==> src/rtl/uart_reg_master_if.sv <==
// Request/response bus between a host and the UART register master.
interface uart_reg_master_if;
    logic       req_valid_in;
    logic       req_ready_out;
    logic       req_write_in;
    logic [6:0] req_addr_in;
    logic [7:0] req_wdata_in;
    logic       rsp_valid_out;
    logic [7:0] rsp_rdata_out;
    logic       rsp_err_out;
    logic       busy_out;

    // Master issues requests and receives responses; slave is the UART master block.
    modport master (
        output req_valid_in, req_write_in, req_addr_in, req_wdata_in,
        input  req_ready_out, rsp_valid_out, rsp_rdata_out, rsp_err_out, busy_out
    );

    modport slave (
        input  req_valid_in, req_write_in, req_addr_in, req_wdata_in,
        output req_ready_out, rsp_valid_out, rsp_rdata_out, rsp_err_out, busy_out
    );
endinterface

==> src/rtl/uart_reg_master.sv <==
// UART command initiator: serialises register read/write requests as 8N1
// frames on tx_out and collects the one-byte reply from rx_in.
module uart_reg_master #(
    parameter int unsigned CLKS_PER_BIT = 142,
    parameter int unsigned RSP_TIMEOUT  = 20000
) (
    input  logic              clk_in,
    input  logic              rst_in_n,
    uart_reg_master_if.slave  bus,
    output logic              tx_out,
    input  logic              rx_in
);

    localparam int unsigned CNT_W = $clog2(CLKS_PER_BIT + 1);
    localparam int unsigned TO_W  = $clog2(RSP_TIMEOUT + 1);
    localparam int unsigned HALF  = CLKS_PER_BIT / 2;

    typedef enum logic [2:0] {
        IDLE, SEND_CMD, SEND_DATA, WAIT_RSP, RECV, DONE
    } state_t;

    state_t           r_state;
    state_t           w_state_nxt;
    logic [CNT_W-1:0] r_clk_cnt;
    logic [3:0]       r_bit_idx;
    logic [TO_W-1:0]  r_to_cnt;
    logic [9:0]       r_frame;
    logic             r_tx;
    logic             r_wr;
    logic [7:0]       r_wdata;
    logic [7:0]       r_rx_byte;
    logic             r_rx_s1;
    logic             r_rx_s2;
    logic             r_rx_d;
    logic             r_ready;
    logic             r_busy;
    logic             r_rsp_valid;
    logic [7:0]       r_rsp_rdata;
    logic             r_rsp_err;
    logic             w_hs;
    logic             w_bit_end;
    logic             w_bit_last;
    logic             w_half;
    logic             w_fall;
    logic             w_to_hit;
    logic [7:0]       w_rsp_rdata;
    logic             w_rsp_err;

    assign w_hs       = bus.req_valid_in & r_ready;
    assign w_bit_end  = (r_clk_cnt == CNT_W'(CLKS_PER_BIT - 1));
    assign w_half     = (r_clk_cnt == CNT_W'(HALF - 1));
    assign w_bit_last = (r_bit_idx == 4'd9);
    assign w_fall     = r_rx_d & ~r_rx_s2;
    assign w_to_hit   = (r_to_cnt == TO_W'(RSP_TIMEOUT - 1));

    assign tx_out            = r_tx;
    assign bus.req_ready_out = r_ready;
    assign bus.busy_out      = r_busy;
    assign bus.rsp_valid_out = r_rsp_valid;
    assign bus.rsp_rdata_out = r_rsp_rdata;
    assign bus.rsp_err_out   = r_rsp_err;

    // State register.
    always_ff @(posedge clk_in or negedge rst_in_n) begin
        if (!rst_in_n) r_state <= IDLE;
        else           r_state <= w_state_nxt;
    end

    // Next-state and response value selection; timeout default is err with zero data.
    always_comb begin
        w_state_nxt = r_state;
        w_rsp_rdata = 8'h00;
        w_rsp_err   = 1'b1;
        case (r_state)
            IDLE:      if (w_hs) w_state_nxt = SEND_CMD;
            SEND_CMD:  if (w_bit_end && w_bit_last) w_state_nxt = r_wr ? SEND_DATA : WAIT_RSP;
            SEND_DATA: if (w_bit_end && w_bit_last) w_state_nxt = WAIT_RSP;
            WAIT_RSP: begin
                if (w_fall)        w_state_nxt = RECV;
                else if (w_to_hit) w_state_nxt = DONE;
            end
            RECV: begin
                if (r_bit_idx == 4'd0) begin
                    if (w_half && r_rx_s2) w_state_nxt = WAIT_RSP;
                end else if (w_bit_end && w_bit_last) begin
                    w_state_nxt = DONE;
                    w_rsp_rdata = r_rx_byte;
                    w_rsp_err   = ~r_rx_s2 | (r_wr & (r_rx_byte != 8'hAA));
                end
            end
            DONE:    w_state_nxt = IDLE;
            default: w_state_nxt = IDLE;
        endcase
    end

    // Datapath: bit timing, TX shifter, RX synchroniser/shifter, timeout and response registers.
    always_ff @(posedge clk_in or negedge rst_in_n) begin
        if (!rst_in_n) begin
            r_clk_cnt   <= '0;
            r_bit_idx   <= '0;
            r_to_cnt    <= '0;
            r_frame     <= '1;
            r_tx        <= 1'b1;
            r_wr        <= 1'b0;
            r_wdata     <= '0;
            r_rx_byte   <= '0;
            r_rx_s1     <= 1'b1;
            r_rx_s2     <= 1'b1;
            r_rx_d      <= 1'b1;
            r_ready     <= 1'b1;
            r_busy      <= 1'b0;
            r_rsp_valid <= 1'b0;
            r_rsp_rdata <= '0;
            r_rsp_err   <= 1'b0;
        end else begin
            r_rx_s1     <= rx_in;
            r_rx_s2     <= r_rx_s1;
            r_rx_d      <= r_rx_s2;
            r_ready     <= (w_state_nxt == IDLE);
            r_busy      <= (w_state_nxt != IDLE);
            r_rsp_valid <= (w_state_nxt == DONE);
            if (r_state != DONE && w_state_nxt == DONE) begin
                r_rsp_rdata <= w_rsp_rdata;
                r_rsp_err   <= w_rsp_err;
            end
            case (r_state)
                IDLE: begin
                    if (w_hs) begin
                        r_wr      <= bus.req_write_in;
                        r_wdata   <= bus.req_wdata_in;
                        r_frame   <= {1'b1, bus.req_write_in, bus.req_addr_in, 1'b0};
                        r_tx      <= 1'b0;
                        r_clk_cnt <= '0;
                        r_bit_idx <= '0;
                    end
                end
                SEND_CMD, SEND_DATA: begin
                    if (w_bit_end) begin
                        r_clk_cnt <= '0;
                        if (w_bit_last) begin
                            r_bit_idx <= '0;
                            if (r_state == SEND_CMD && r_wr) begin
                                r_frame <= {1'b1, r_wdata, 1'b0};
                                r_tx    <= 1'b0;
                            end else begin
                                r_tx     <= 1'b1;
                                r_to_cnt <= '0;
                            end
                        end else begin
                            r_bit_idx <= r_bit_idx + 4'd1;
                            r_tx      <= r_frame[1];
                            r_frame   <= {1'b1, r_frame[9:1]};
                        end
                    end else begin
                        r_clk_cnt <= r_clk_cnt + CNT_W'(1);
                    end
                end
                WAIT_RSP: begin
                    r_to_cnt <= r_to_cnt + TO_W'(1);
                    if (w_fall) begin
                        r_clk_cnt <= '0;
                        r_bit_idx <= '0;
                    end
                end
                RECV: begin
                    if (r_bit_idx == 4'd0) begin
                        if (w_half) begin
                            r_clk_cnt <= '0;
                            r_bit_idx <= 4'd1;
                        end else begin
                            r_clk_cnt <= r_clk_cnt + CNT_W'(1);
                        end
                    end else if (w_bit_end) begin
                        r_clk_cnt <= '0;
                        r_bit_idx <= r_bit_idx + 4'd1;
                        if (!w_bit_last) r_rx_byte <= {r_rx_s2, r_rx_byte[7:1]};
                    end else begin
                        r_clk_cnt <= r_clk_cnt + CNT_W'(1);
                    end
                end
                default: ;
            endcase
        end
    end

endmodule

==> src/flat_wrapper.sv <==
// flat-port wrapper written by rule: the top's interface ports become plain ports
module uart_reg_master_flat 
#(
    parameter int unsigned CLKS_PER_BIT = 142,
    parameter int unsigned RSP_TIMEOUT  = 20000
)
  (clk_in, rst_in_n, tx_out, rx_in, bus_req_valid_in, bus_req_write_in, bus_req_addr_in, bus_req_wdata_in, bus_req_ready_out, bus_rsp_valid_out, bus_rsp_rdata_out, bus_rsp_err_out, bus_busy_out);
  uart_reg_master_if bus_i ();
  input  logic clk_in;
  input  logic rst_in_n;
  output logic tx_out;
  input  logic rx_in;
  input wire logic [$bits(bus_i.req_valid_in)-1:0] bus_req_valid_in;
  input wire logic [$bits(bus_i.req_write_in)-1:0] bus_req_write_in;
  input wire logic [$bits(bus_i.req_addr_in)-1:0] bus_req_addr_in;
  input wire logic [$bits(bus_i.req_wdata_in)-1:0] bus_req_wdata_in;
  output wire logic [$bits(bus_i.req_ready_out)-1:0] bus_req_ready_out;
  output wire logic [$bits(bus_i.rsp_valid_out)-1:0] bus_rsp_valid_out;
  output wire logic [$bits(bus_i.rsp_rdata_out)-1:0] bus_rsp_rdata_out;
  output wire logic [$bits(bus_i.rsp_err_out)-1:0] bus_rsp_err_out;
  output wire logic [$bits(bus_i.busy_out)-1:0] bus_busy_out;
  assign bus_i.req_valid_in = bus_req_valid_in;
  assign bus_i.req_write_in = bus_req_write_in;
  assign bus_i.req_addr_in = bus_req_addr_in;
  assign bus_i.req_wdata_in = bus_req_wdata_in;
  assign bus_req_ready_out = bus_i.req_ready_out;
  assign bus_rsp_valid_out = bus_i.rsp_valid_out;
  assign bus_rsp_rdata_out = bus_i.rsp_rdata_out;
  assign bus_rsp_err_out = bus_i.rsp_err_out;
  assign bus_busy_out = bus_i.busy_out;
  uart_reg_master #(.CLKS_PER_BIT(CLKS_PER_BIT), .RSP_TIMEOUT(RSP_TIMEOUT)) u_core (.clk_in(clk_in), .rst_in_n(rst_in_n), .bus(bus_i), .tx_out(tx_out), .rx_in(rx_in));
endmodule
==> config.mk <==
export PLATFORM = sky130hd
export DESIGN_NAME = uart_reg_master_flat
export DESIGN_NICKNAME = d
export VERILOG_FILES = /design/src/rtl/uart_reg_master_if.sv /design/src/rtl/uart_reg_master.sv /design/src/flat_wrapper.sv
export SDC_FILE = /design/constraint.sdc
export NUM_CORES = 1
export LEC_CHECK = 0
export ABC_AREA = 0
export CORE_ASPECT_RATIO = 1.1
export CORE_MARGIN = 2
export CORE_UTILIZATION = 57
export CTS_CLUSTER_DIAMETER = 60
export DETAILED_ROUTE_END_ITERATION = 12
export HOLD_SLACK_MARGIN = 0.08
export PLACE_DENSITY = 0.81
export SYNTH_ARGS = -nofsm -noshare
export SYNTH_HDL_FRONTEND = slang
export SYNTH_SLANG_ARGS = --single-unit
==> constraint.sdc <==
create_clock -name clk_in -period 3 [get_ports clk_in]
set_clock_uncertainty 0.2 [all_clocks]
set_input_delay 0.75 -clock clk_in [delete_from_list [all_inputs] [get_ports clk_in]]
set_output_delay 0.75 -clock clk_in [all_outputs]
set_load 0.02 [all_outputs]
==> qor.txt <==
Run status -> finished clean
Htree depth -> 3
Crit-path cells -> inv_1, ha_1, and4b_1, nand4b_1, a221o_1, nor2_1, nor2_1
Leak Pwr -> 1.84 nW
Die area -> 0.00699 mm2
Cell taking the most area after synthesis -> dfrtp_1
Final Hold Fails -> 0
CTS max path bufs -> 2
Antenna Nets Post-Route -> 0
VDD IR-drop max -> 0.000366 V
Initial antenna violation count -> 0
Skew-Pair Late Insertion Delay -> 0.34 ns
Post-layout util -> 68.2%
CP arrival -> 2.64 ns
First-pass GRT wire length -> 12700 um
Total clock sinks -> 71
GRT Total Usage -> 23.3%
CTS tree -> built
Distinct cell type count after synthesis -> 55
Buffers and inverters on the worst path -> 1
# resized after CTS -> 0
Cell Area, Synth -> 0.00361 mm2
Synth warn -> 0
Starting Density -> 58.7%
Setup TNS -> 0 ns
Setup WS pre-CTS -> 0.259 ns
Power Dens Cells -> 405 mW/mm2
Net switching power -> 407 uW
Synth top area share -> 40.2%
Reg power frac -> 56.6%
Period utilization -> 87.7%
Slowest cell delay on critical path -> 0.57 ns
Final #Nets -> 399
Crit path launch type -> flop
Initial drt markers -> 147
Cts hold-fix bufs -> 0
Vias in the first global route -> 2810
Number of port buffers -> 32
I/O pin count -> 33
Mapped Cells -> 334
Final worst slack -> 0.370 ns
Site Rows -> 30
Critical path class -> flop to flop
Gr ovfl total -> 0
Drt total wl -> 7220 um
Avg Cell Area, Syn -> 10.8 um2
Combinational power share -> 2.8%
Top post-synthesis cells by area -> dfrtp_1 (40%), dfstp_2 (9.5%), mux2_2 (7.5%), o21ai_0 (4.7%), nand2_1 (2.8%)
#FFs+latches synth -> 71
Final Max Tran Viols -> 0
Max-slew headroom -> 55.5%
CP max-delay cell -> a221o_1
Post-CTS Setup Inserts -> 0
Max cap viols -> 0
Syn_nets -> 361
Reg clk slew, reported paths -> 0.08 ns
Post-DR wirelength/cell -> 15.8 um
Antenna diodes -> 0
Area grow syn2layout -> 16.2%
CP required -> 3.01 ns
Crit end category -> flop
Die width -> 79.9 um
CTS Root Cell -> clkbuf_8
DR vias -> 2703
Max Fanout on Critical Path -> 19
# setup viols final -> 0
Switching Fraction -> 24.0%
DR vias/cell -> 5.91
F_max -> 0.380 GHz
Routability cong. -> 0.909
Most common cell on crit path -> nor2_1
Sequential area share after synthesis -> 49.6%
Fillers -> 466
Top delay family on crit path -> simple AND/OR/NAND/NOR gates
Clock share of power -> 40.6%
Tot Pwr -> 1.70 mW
Worst min path class -> flop to flop
Post-route DRC -> 0
Share of cells above drive strength 1 -> 19.9%
Internal power -> 1.29 mW
Min cycle time layout -> 2.63 ns
Largest net degree at the start of global routing -> 51
Worst hold margin -> 0.162 ns
CTS buffer count -> 9
Total core area -> 0.00616 mm2
Die height -> 87.5 um
Worst-Margin Slew -> 0.668 ns
First-pass DRT Iterations -> 5
HPWL Detailed -> 5090 um
Unrepaired setup endpoints after global routing -> false
## cell usage in the layout (no fill, tap or decap), drive strengths merged, types with 8 or more instances in the layout
cell           count
o21ai             37
mux2i              9
clkbuf             9
nand2             28
dfrtp             58
nor3               8
a22o              11
dfstp             13
nor2              21
a21oi             16
mux2              24
nand3             13
inv               11
clkdlybuf4s50     31
## power by group through the flow
stage	Clock, mW	Combinational (mW)	Sequential, mW
5_1_grt	0.757	0.0539	0.962
3_5_place_dp	0	0.0489	0.980
2_1_floorplan	0	0.00178	0.980
6_report	0.691	0.0473	0.962
4_1_cts	0.713	0.0491	0.962
3_3_place_gp	0	0.0484	0.980
## per-layer routing
metal	up-vias	global-route usage, %	wire length (um)
met5	-	0	0
met4	0	9.86	140
met3	20	4.67	257
met2	66	37.5	3610
met1	1323	30.7	3210
li1	1294	-	-
## cell usage after synthesis (all sizes together)
cell type,number
dfrtp,58
o21ai,37
nand2,28
mux2,24
nor2,21
a21oi,16
dfstp,13
nand3,13
a22o,11
inv,9
mux2i,9
nor3,8
buf,7
ha,7
xnor2,7
and3,6
or3,6
and2,4
nand2b,4
nand3b,4
nor3b,4
clkbuf,3
nor4,3
o211ai,3
o22ai,3
a21o,2
a221o,2
a31oi,2
and4b,2
nor2b,2
o21a,2
or4bb,2
a211o,1
a22oi,1
a41oi,1
and4,1
nand4,1
nand4b,1
o221ai,1
o32ai,1
or2,1
or3b,1
or4,1
xor2,1
## stage by stage
step	area (um2)	instances
6_report	4200	457
5_1_grt	4200	457
4_1_cts	4200	457
3_5_place_dp	4020	441
3_3_place_gp	4020	441
2_1_floorplan	3610	334
## registers in the layout (all words and copies together) (netlist names)
name	flops
u_core.bus.rsp_err_out	1
u_core.r_to_cnt	15
u_core.r_state	3
u_core.r_rx_byte	8
u_core.bus.req_ready_out	1
u_core.r_clk_cnt	8
u_core.r_frame	8
u_core.bus.rsp_rdata_out	8
u_core.bus.rsp_valid_out	1
u_core.r_wr	1
u_core.r_bit_idx	4
u_core.r_wdata	8
u_core.r_rx_s1	1
u_core.bus.busy_out	1
u_core.r_rx_d	1
u_core.tx_out	1
u_core.r_rx_s2	1
## layout make-up
class	instances	area (um2)	area share, %
multi-input cells	244	1720	41.1
clock inverters	7	57.6	1.37
clock buffers	9	124	2.95
flip-flops and latches	71	1790	42.7
repair buffers	37	365	8.70
well taps	80	100	2.38
inverters	9	33.8	0.805
## cells by family after synthesis
group | count (synthesis) | synth area share [%]
and+or+nand+nor | 113 | 18.3
adders and majority gates | 7 | 2.42
xor gates and xnor gates | 8 | 1.94
DFF | 71 | 49.6
AOI/OAI and AO/OA | 83 | 15.1
muxes | 33 | 9.98
buffers and inverters | 19 | 2.63
## final timing paths
| path | start | to | slack [ns] | depth (start not counted) |
|---|---|---|---|---|
| min in group asynchronous | rst_in_n | u_core.r_wdata[1]$_DFFE_PN0P_ | 0.17 | 1 |
| max in group asynchronous | rst_in_n | u_core.r_rx_s1$_DFF_PN1_ | 1.74 | 2 |
| min | u_core.r_rx_s1$_DFF_PN1_ | u_core.r_rx_s2$_DFF_PN1_ | 0.16 | 0 |
| max | u_core.r_clk_cnt[1]$_DFFE_PN0P_ | u_core.r_to_cnt[14]$_DFFE_PN0P_ | 0.37 | 7 |
| max reg2reg | u_core.r_clk_cnt[1]$_DFFE_PN0P_ | u_core.r_to_cnt[14]$_DFFE_PN0P_ | 0.37 | 7 |
| min reg2reg | u_core.r_rx_s1$_DFF_PN1_ | u_core.r_rx_s2$_DFF_PN1_ | 0.16 | 0 |
## worst register-to-register path, stage by stage (launching register included)
cell	delay [ns]
dfrtp_1	0.41
inv_1	0.09
ha_1	0.14
and4b_1	0.29
nand4b_1	0.14
a221o_1	0.57
nor2_1	0.55
nor2_1	0.11
(Power assumes the default switching activity.)
==> RTL edit 1 (same settings) <==
Re-encode `state_t` (6 states) as one-hot, 6 bits wide.
--- a/src/rtl/uart_reg_master.sv
+++ b/src/rtl/uart_reg_master.sv
@@ -15,8 +15,8 @@
     localparam int unsigned TO_W  = $clog2(RSP_TIMEOUT + 1);
     localparam int unsigned HALF  = CLKS_PER_BIT / 2;
 
-    typedef enum logic [2:0] {
-        IDLE, SEND_CMD, SEND_DATA, WAIT_RSP, RECV, DONE
+    typedef enum logic [5:0] {
+        IDLE = 6'b000001, SEND_CMD = 6'b000010, SEND_DATA = 6'b000100, WAIT_RSP = 6'b001000, RECV = 6'b010000, DONE = 6'b100000
     } state_t;
 
     state_t           r_state;
Behaviour: same outputs for any inputs over 10 cycles, from zero or initial values and one cycle with rst_in_n low; not proved beyond that.
==> RTL edit 1 against the original RTL <==
- worst setup slack improved by 58 ps
- area after synthesis is 7.1% higher
- final area grew 5.7%
- routed wire length up 5.6%
- sequential cell count increased by 3
- highest routed layer unchanged
- die area increased by 6.8%
Power is not compared: it rests on default switching activity, and its combinational part moved more than twofold at a synthesized area within 25%.
==> RTL edit 1: results (changes against the original RTL) <==
CP top delay family compound AO/OA/AOI/OAI gates; largest net degree at the start of global routing 46 (-9.8%); Non-Filler Instances 489 (+7.0%); mux cell area share after synthesis 0.0989 (-0.000824); Cells after Synth 367 (+9.9%); Cell Area, Placed 4250 sq um (+5.8%); slowest CP cell dfrtp_1; Worst Path Arrival 2570 ps (-70 ps); Vias/cell 6.02 (+1.7%); post-DP HPWL 5330 um (+4.8%); status complete, no violations; Seq/Total Area, Yosys 0.483 (-0.0133); largest cells by area after synthesis dfrtp_1 39%, dfstp_2 9.5%, mux2_2 7.6%, nand2_1 4.1%, o21ai_0 3.2%; pre-CTS WS 253 ps (-6.27 ps); Final nets 429 (+7.5%); first-pass GRT wire length 13200 um (+3.4%); worst slew pin tran 585 ps (-82.8 ps); RePlAce Congestion 0.871 (-4.3%); CP peak stage delay 440 ps (-130 ps); DRT Pass-1 Iters 4 (-1); gr usage total 0.226 (-0.00671); fillers 500 (+7.3%); Post-Route WL 7620 um (+5.6%); Synth Area in Compound Gates 0.113 (-0.0382); Post-synth top cells 60 x dfrtp_1, 42 x nand2_1, 26 x mux2_2; Distinct cells, synth 66 (+20%); layout cells sized above 1 0.209 (+0.00991); post-synthesis xor/xnor area fraction 0.0249 (+0.00550); Post-Synth Adder-Cell Area 0.0226 (-0.00161); post-synth net total 394 (+9.1%)
[RTL edit 1: cell count changes after synthesis, sizes merged, moves of 4 or more]
| cell | change |
|---|---|
| a21oi | -4 |
| a22o | -10 |
| a31oi | +5 |
| and2 | -4 |
| buf | +5 |
| nand2 | +16 |
| nand4 | +4 |
| nor3 | +5 |
| o21ai | -9 |
| xor2 | +4 |
[RTL edit 1: routing by layer]
| metal | GRT usage | wire length [um] |
|---|---|---|
| met2 | 0.342 | 3680 |
| met3 | 0.0350 | 207 |
| met5 | 0 | 0 |
| met4 | 0.104 | 182 |
| met1 | 0.317 | 3550 |
[RTL edit 1: layout make-up]
type | count | area (sq um) | area share
clock inverters | 6 | 41.3 | 0.00930
clock buffers | 10 | 138 | 0.0310
flip-flops and latches | 74 | 1870 | 0.421
inverters | 11 | 41.3 | 0.00930
repair buffers | 39 | 383 | 0.0863
multi-input cells | 267 | 1860 | 0.420
well taps | 82 | 103 | 0.0231
[RTL edit 1: final timing paths]
path	start	to	slack [ps]
hold / removal	u_core.r_rx_s1	u_core.r_rx_s2	170
hold reg to reg	u_core.r_rx_s1	u_core.r_rx_s2	170
setup / recovery	u_core.r_bit_idx[0]	u_core.r_bit_idx[3]	430
setup reg to reg	u_core.r_bit_idx[0]	u_core.r_bit_idx[3]	430
max in group asynchronous	rst_in_n	u_core.r_state[0]	1390
min in group asynchronous	rst_in_n	u_core.r_to_cnt[9]	590
[RTL edit 1: repair_timing]
action                                 in CTS  in global routing
gates resized for setup                     0                  0
hold buffers                                1                  0
endpoints found under the hold margin       8                  0
[RTL edit 1: per-stage QoR]
step	utilization	hold slack, ps
2_1_floorplan	-	145
3_3_place_gp	0.644	146
3_5_place_dp	0.644	151
4_1_cts	0.673	166
5_1_grt	0.673	179
6_report	0.673	167
==> RTL edit 2 (same settings) <==
Without the edit above. `CLKS_PER_BIT` is set to 142 in 2 places; all go to 284.
--- a/src/rtl/uart_reg_master.sv
+++ b/src/rtl/uart_reg_master.sv
@@ -1,7 +1,7 @@
 // UART command initiator: serialises register read/write requests as 8N1
 // frames on tx_out and collects the one-byte reply from rx_in.
 module uart_reg_master #(
-    parameter int unsigned CLKS_PER_BIT = 142,
+    parameter int unsigned CLKS_PER_BIT = 284,
     parameter int unsigned RSP_TIMEOUT  = 20000
 ) (
     input  logic              clk_in,
--- a/src/flat_wrapper.sv
+++ b/src/flat_wrapper.sv
@@ -1,7 +1,7 @@
 // flat-port wrapper written by rule: the top's interface ports become plain ports
 module uart_reg_master_flat 
 #(
-    parameter int unsigned CLKS_PER_BIT = 142,
+    parameter int unsigned CLKS_PER_BIT = 284,
     parameter int unsigned RSP_TIMEOUT  = 20000
 )
   (clk_in, rst_in_n, tx_out, rx_in, bus_req_valid_in, bus_req_write_in, bus_req_addr_in, bus_req_wdata_in, bus_req_ready_out, bus_rsp_valid_out, bus_rsp_rdata_out, bus_rsp_err_out, bus_busy_out);
Check against the original RTL: same outputs for any inputs over 10 cycles, from zero or initial values and one cycle with rst_in_n low; that may be too few to reach the edited logic, so the function may still have changed.
==> RTL edit 2 against the original RTL <==
- area after synthesis up 6.1%
- hold slack worse by 3.7 ps
- sequential cell count up 1
- utilization up 0.45 points
- final area up 7.2%
- die area up 5.8%
- critical path type unchanged
- total power up 7.6%
- worst setup slack better by 82 ps
- routed wire length up 18%
- critical endpoint is now u_core.bus.rsp_rdata_out[0]
- largest power group unchanged
- via count up 18%
==> RTL edit 2: results (changes against the original RTL) <==
vias in the first global route 3083 (+9.7%); Clock Tree Root clkbuf_8; largest cells by area after synthesis dfrtp_1 39%, dfstp_2 8.9%, mux2_2 7.3%, nand2_1 4.8%, nor2_1 3.0%; first-pass GRT wire length 14300 um (+12%); Post-CTS Hold Buffers 0 (unchanged); Yosys Warn Count 0 (unchanged); fillers 493 (+5.8%); routed wire length per instance 16.7 um (+5.8%); worst reg2reg path depth 7 (unchanged); Reg clk slew, reported paths 80 ps (about the same); slew margin rel. 0.494 (-0.0603); layout cells sized above 1 0.182 (-0.0167); clk buf depth 2 (unchanged); H-tree Lvls 3 (unchanged); DRT Pass-1 Iters 4 (-1); gr usage total 0.249 (+0.0160); cts bufs inserted 9 (unchanged); Leakage 1.92 nW (+3.9%); Cell Area, Placed 4290 sq um (+6.9%); slowest CP cell or4_4; ys async rst share 1.00 (unchanged); Crit Path Max Fanout 10 (-9); postcts setup bufs 0 (unchanged); HP Class flip-flop to flip-flop; worst vdd ir 391 uV (+6.7%); Post-synth top flop dfrtp_1; PostCTS Resize Cnt 0 (unchanged); Final nets 449 (+13%); Hold EP u_core.r_rx_s2; biggest registers after layout u_core.r_to_cnt (15), u_core.r_clk_cnt (9); Distinct cells, synth 64 (+16%); CP peak stage delay 520 ps (-50 ps); IO Port Bufs 32 (unchanged); post-synth net total 408 (+13%); status complete, no violations; Min Hold Slack 158 ps (-3.73 ps); switching part of the total 0.236 (-0.00343); post-DP HPWL 5880 um (+16%); clock latency on the worst-skew pair 360 ps (+20 ps); initial drt markers 175 (+19%); Seq/Total Area, Yosys 0.474 (-0.0220); RePlAce Congestion 0.875 (-3.8%); flop2flop setup slack 450 ps (+80 ps); Post-synth top cells 59 x dfrtp_1, 49 x nand2_1, 31 x nor2_1; antenna diode count 0 (unchanged); CP Class flip-flop to flip-flop; total number of vias 3192 (+18%); top cell type's share of synthesized area 0.385 (-0.0166); R2R Path End u_core.bus.rsp_rdata_out[0]; CP top delay family compound AO/OA/AOI/OAI gates; largest net degree at the start of global routing 73 (+43%); worst r2r src u_core.r_clk_cnt[1]; hold path startpoint u_core.r_rx_s1; hold depth 0 (unchanged); initial antenna violation count 0 (unchanged)
## RTL edit 2: cell types whose count changed after synthesis, moves of 4 or more
cell / before / now
o21ai_0: 34 / 14
a31oi_1: 2 / 10
or4_1: 1 / 5
clkbuf_1: 3 / 8
o2111ai_1: 0 / 5
nand2_1: 27 / 49
xnor2_1: 7 / 3
inv_1: 9 / 15
o211ai_1: 2 / 7
mux2i_1: 9 / 0
nor2_1: 21 / 31
## RTL edit 2: layout make-up
cell class,count,area (sq um),area share
Clock buffer,9,124,0.0275
Clock inverter,7,82.6,0.0184
Inverter,17,63.8,0.0142
Timing Repair Buffer,46,433,0.0962
Tap cell,82,103,0.0228
Multi-Input combinational cell,277,1880,0.417
Sequential cell,72,1820,0.404
## RTL edit 2: cells by family (layout without fill, tap and decap cells)
logic type               Yosys count  after routing  share of synthesized area
flip-flops                        72             72                      0.474
AND/OR/NAND/NOR                  148            148                      0.209
multiplexers                      25             25                     0.0735
XOR/XNOR                           7              7                     0.0160
buffers and inverters             33             79                     0.0379
AO/OA/AOI/OAI                     91             91                      0.170
adder cells (fa/ha/maj)            6              6                     0.0196
## RTL edit 2: worst reg2reg max path, stage by stage (launching register included)
cell	delay (ps)
dfrtp_1	410
inv_1	90
ha_1	180
nand3_1	70
or4_4	520
a221o_1	330
a32o_1	350
a22o_1	300
## RTL edit 2: layer usage
layer / up-vias / global-route usage / wire length (um)
met5: - / 0 / 0
met4: 0 / 0.0875 / 140
met3: 13 / 0.0572 / 343
met2: 83 / 0.389 / 4210
met1: 1587 / 0.335 / 3830
li1: 1509 / - / -
## RTL edit 2: metrics by stage
stage	setup WS, ps	std cells	utilization	power (W)
2_1_floorplan	671	382	-	0.000996
3_3_place_gp	388	494	0.655	0.00104
3_5_place_dp	329	494	0.655	0.00104
4_1_cts	454	510	0.686	0.00184
5_1_grt	287	510	0.686	0.00189
6_report	452	510	0.686	0.00183
## RTL edit 2: power by group through the flow
stage	Combinational [W]	Clock [W]	Sequential [W]
floorplan	0.00000245	0	0.000994
global placement	0.0000495	0	0.000994
detailed placement	0.0000496	0	0.000994
CTS	0.0000498	0.000818	0.000976
global route	0.0000545	0.000859	0.000976
finish	0.0000482	0.000805	0.000976
